==> src/rtl/ctrl_op_feeder.sv <==
// ctrl_op_feeder: FIFO-buffered opcode stage that holds each op on dec_x until dec_ack.
// Define CTRL_FEEDER_PARITY_EN to add in_par checking and the par_err_cnt counter.
module ctrl_op_feeder #(
   parameter int DEPTH = 4,
   parameter int OP_W  = 7
) (
   input  logic            clk,
   input  logic            rst_n,
   input  logic            in_valid,
   output logic            in_ready,
   input  logic [OP_W-1:0] in_op,
   input  logic            flush,
   output logic [OP_W-1:0] dec_x,
   output logic            dec_valid,
   input  logic            dec_ack,
   output logic            empty,
   output logic            full,
`ifdef CTRL_FEEDER_PARITY_EN
   input  logic            in_par,
   output logic [7:0]      par_err_cnt,
`endif
   output logic [15:0]     issued_cnt
);
   localparam int AW = $clog2(DEPTH);
   localparam int OW = AW + 1;
   typedef enum logic {IDLE, ISSUE} state_t;
   state_t state, state_nx;
   logic [OP_W-1:0] mem [DEPTH];
   logic [AW-1:0] wr_ptr, rd_ptr;
   logic [OW-1:0] occ;
   logic clr, push, wr_en, pop, adv;
   assign clr       = ~rst_n | flush;
   assign in_ready  = rst_n & ~flush & (occ < OW'(DEPTH));
   assign push      = in_valid & in_ready;
   assign empty     = occ == '0;
   assign full      = occ == OW'(DEPTH);
   assign dec_valid = state == ISSUE;
`ifdef CTRL_FEEDER_PARITY_EN
   logic par_bad;
   assign par_bad = push & ^{in_op, in_par};
   assign wr_en   = push & ~par_bad;
   always_ff @(posedge clk) begin
      if (!rst_n) par_err_cnt <= '0;
      else if (par_bad && par_err_cnt != 8'hFF) par_err_cnt <= par_err_cnt + 8'd1;
   end
`else
   assign wr_en = push;
`endif
   // The FSM sees only registered occupancy, so a push into an empty FIFO waits one edge.
   always_comb begin
      adv      = (state == IDLE) | dec_ack;
      pop      = ~clr & adv & ~empty;
      state_nx = adv ? (empty ? IDLE : ISSUE) : state;
   end
   always_ff @(posedge clk) begin
      state <= clr ? IDLE : state_nx;
   end
   always_ff @(posedge clk) begin
      if (wr_en) mem[wr_ptr] <= in_op;
   end
   always_ff @(posedge clk) begin
      if (clr) begin
         occ    <= '0;
         wr_ptr <= '0;
         rd_ptr <= '0;
      end else begin
         if (wr_en) wr_ptr <= wr_ptr + AW'(1);
         if (pop) rd_ptr <= rd_ptr + AW'(1);
         occ <= occ + OW'(wr_en) - OW'(pop);
      end
   end
   // dec_x survives flush; only reset clears it.
   always_ff @(posedge clk) begin
      if (!rst_n) dec_x <= '0;
      else if (pop) dec_x <= mem[rd_ptr];
   end
   always_ff @(posedge clk) begin
      if (!rst_n) issued_cnt <= '0;
      else if (dec_valid && dec_ack && !flush) issued_cnt <= issued_cnt + 16'd1;
   end
endmodule

==> config.mk <==
export PLATFORM = sky130hd
export DESIGN_NAME = ctrl_op_feeder
export DESIGN_NICKNAME = d
export VERILOG_FILES = /design/src/rtl/ctrl_op_feeder.sv
export SDC_FILE = /design/constraint.sdc
export NUM_CORES = 1
export LEC_CHECK = 0
export CORE_ASPECT_RATIO = 0.5
export CORE_MARGIN = 4
export CORE_UTILIZATION = 47
export DETAILED_ROUTE_END_ITERATION = 16
export MAX_ROUTING_LAYER = met4
export PLACE_DENSITY_LB_ADDON = 0.2
export SYNTH_ARGS = -nofsm -noshare
export SYNTH_HDL_FRONTEND = slang
export SYNTH_SLANG_ARGS = --single-unit
export TNS_END_PERCENT = 20
==> constraint.sdc <==
create_clock -name clk -period 2.82 [get_ports clk]
set_clock_uncertainty 0.1 [all_clocks]
set_input_delay 0.564 -clock clk [delete_from_list [all_inputs] [get_ports clk]]
set_output_delay 0.564 -clock clk [all_outputs]
set_load 0.01 [all_outputs]
==> summary.md <==
| Metric | Value |
|---|---|
| Crit path DAT | around 2000 ps |
| Synth cell types | 33 |
| Dpl hpwl | between 3000 and 4000 um |
| IR Drop Worst-Case VDD | 235 uV |
| DP Cell Count | 299 |
| Clock latency on the worst-skew pair | 330 ps |
| GP Congestion | about 0.77 |
| Clock sink total | 59 |
| Sequential area share after synthesis | 0.597 |
| N_diodes | 0 |
| # Max-Cap Violations | 0 |
| Crit share post-route | 0.944 |
| Final worst slack | ~160 ps |
| Tightest Pin Transition | 659 ps |
| Setup crit start | flush |
| Reg clk slew, reported paths | 70 ps |
| # IOs | 39 |
| Rel. slew slack | 0.560 |
| Final Critical Period | around 2700 ps |
| CTS tree | built |
| RSZ-0062 raised after global routing | false |
| Layout cell share with drive strength beyond 1 | 0.135 |
| Tot Pwr | 1.60 mW |
| Via Count | 1585 |
| Synth warnings | 0 |
| Worst hold path class | reg2reg |
| Endpoint class of the critical path | primary output |
| Pwr Density | 517 nW/um^2 |
| Syn Nets | 211 |
| Die H | about 60 um |
| CTS Root Cell | clkbuf_8 |
| Vias in the first global route | 1515 |
| DRC Markers | 0 |
| RR Endpoint | occ[2] |
| Register bit count reported by yosys | 59 |
| Rows | 18 |
| Max Clk Rate | 376 MHz |
| Mapped Area | ~2400 sq um |
| WL final | 4500 um |
| Setup TNS Final | 0 ps |
| P_leak | 1.05 nW |
| Core area | 4980 sq um |
| Maximum number of pins on one net before global-route repair | 21 |
| Non-filler cells in the finished layout | 315 |
| DRT Pass-1 Iters | 4 |
| Worst-case reg-to-reg path depth | 10 |
| Status | finished, final reports clean |
| Port bufs | 38 |
| Final setup violation count | 0 |
| Worst R2R Start | occ[2] |
| DP Worst Slack | -141 ps |
| PostCTS Resize Cnt | 0 |
| Crit path to | in_ready |
| Average size of a mapped cell | 12.8 sq um |
| Yosys top cell area share | 0.343 |
| Setup crit start kind | primary input |
| Setup fix buffers added after clock tree synthesis | 0 |
| WP data required | 2160 ps |
| Synthesis-to-layout area growth | 26.5% |
| Synth area leader | edfxtp_1 |
| WL/cell | 14.3 um |
| R2r setup slk | 440 ps |
| Final Util | 0.623 |
| ANT nets after route | 0 |
| Crit Path Category | in2out |
| Die area | around 6500 sq um |
| Clk buf depth | 2 |
| Die W | ~110 um |
| Fin. max-slew vios | 0 |
| Total CTS buffers | 9 |
| Initial antenna violation count | 0 |
| Gr usage total | 0.156 |
| Initial Util | 0.492 |
| First-pass GRT wire length | ~7000 um |
| Post-synthesis instance total | 191 |
| Hold Buf Count CTS | 0 |
| Gr ovfl total | 0 |
| DR vias/cell | 5.03 |
| Fin nets | 260 |
| Initial DRC count | 57 |
| Fin. Hold Viols | 0 |
| Worst Path Max Fanout | 4 |
| CTS H-tree lvls | 3 |
| Ranking of synthesized cells by area | edfxtp_1 34%, dfxtp_1 25%, mux4_2 6.4% |
## flip-flops by register name, indices dropped and copies added, names as in the netlist
register and flops:
mem 28, issued_cnt 16, dec_x 7, occ 3
rd_ptr 2, wr_ptr 2, dec_valid 1
## placed cells by master, fill, tap and decap left out
master and count:
a21oi_1 4, and2_1 4, and3_2 1, and3b_1 1, and4_1 1, and4_4 1, buf_4 7, clkbuf_1 1
clkbuf_8 9, clkdlybuf4s50_1 38, clkinv_1 2, clkinv_2 2, clkinvlp_4 2, dfxtp_1 31, edfxtp_1 28, fa_1 1
ha_1 7, inv_1 9, mux2i_1 12, mux4_2 7, nand2_1 9, nand2b_1 4, nand3_1 3, nand4_1 3
nand4_4 1, nand4b_1 1, nor2_1 25, nor3_1 3, nor3b_1 2, nor3b_2 1, nor4_1 4, nor4bb_1 1
o21ai_0 2, o31ai_1 1, or3_2 2, or4_1 1, xnor2_1 8, xor2_1 6
## worst min path at each step
stage / startpoint / end / cells after the start
after floorplan: issued_cnt[15] / issued_cnt[15] / 2
after global placement: issued_cnt[15] / issued_cnt[15] / 2
after detailed placement: issued_cnt[15] / issued_cnt[15] / 2
after CTS: issued_cnt[15] / issued_cnt[15] / 2
after global routing: issued_cnt[15] / issued_cnt[15] / 2
final: issued_cnt[15] / issued_cnt[15] / 2
## through the flow
step	hold WS, ps	cell area, sq um
5_1_grt	380	3100
3_5_place_dp	368	2940
4_1_cts	373	3100
3_3_place_gp	350	2940
2_1_floorplan	386	2450
6_report	368	3100
## cell type report
class / count / area (sq um)
tap: 70 / 87.6
timing repair buffer: 45 / 433
clock buffer: 10 / 128
fill: 389 / 1880
multi-input combinational: 116 / 923
sequential: 59 / 1460
clock inverter: 6 / 32.5
inverter: 9 / 33.8
## Yosys cell counts
cell type,number
nand3_1,3
xnor2_1,8
or4_1,1
edfxtp_1,28
ha_1,7
and3_2,1
nand4_1,3
nor3b_2,1
nand4b_1,1
nor4_1,4
fa_1,1
and2_1,4
clkbuf_1,3
nor4bb_1,1
o21ai_0,2
nand2b_1,4
or3_2,2
a21oi_1,4
nor3b_1,2
buf_2,4
mux4_2,7
and4_4,1
o31ai_1,1
inv_1,9
nand2_1,9
mux2i_1,12
dfxtp_1,31
nor3_1,3
nand4_4,1
and4_1,1
and3b_1,1
xor2_1,6
nor2_1,25
## per-layer routing
metal  share of wire  vias up  track usage
met2            0.46       35        0.243
met3           0.059        7       0.0664
met1            0.46      767        0.179
met5               0        -            -
met4           0.016        0       0.0684
li1                -      776            -
## worst max-delay path, cell delays in order
cell             delay [ps]
clkdlybuf4s50_1         420
nand2b_1                220
buf_4                   180
nor2_1                   70
clkdlybuf4s50_1         540
## kinds of logic (layout without fill, tap and decap cells)
logic type                 count (synthesis)  count (layout)  share of synthesized area
AOI/OAI and AO/OA                          7               7                     0.0153
xor gates and xnor gates                  14              14                     0.0501
adders and majority gates                  8               8                     0.0439
buffers and inverters                     16              70                     0.0266
DFF                                       59              59                      0.597
muxes                                     19              19                      0.113
and+or+nand+nor                           68              68                      0.154
## power by group
group,internal (mW),switching (mW)
clock network,0.309,0.325
logic,0.0344,0.0291
registers,0.902,0.00330
total,1.25,0.357
(Power assumes the default switching activity.)
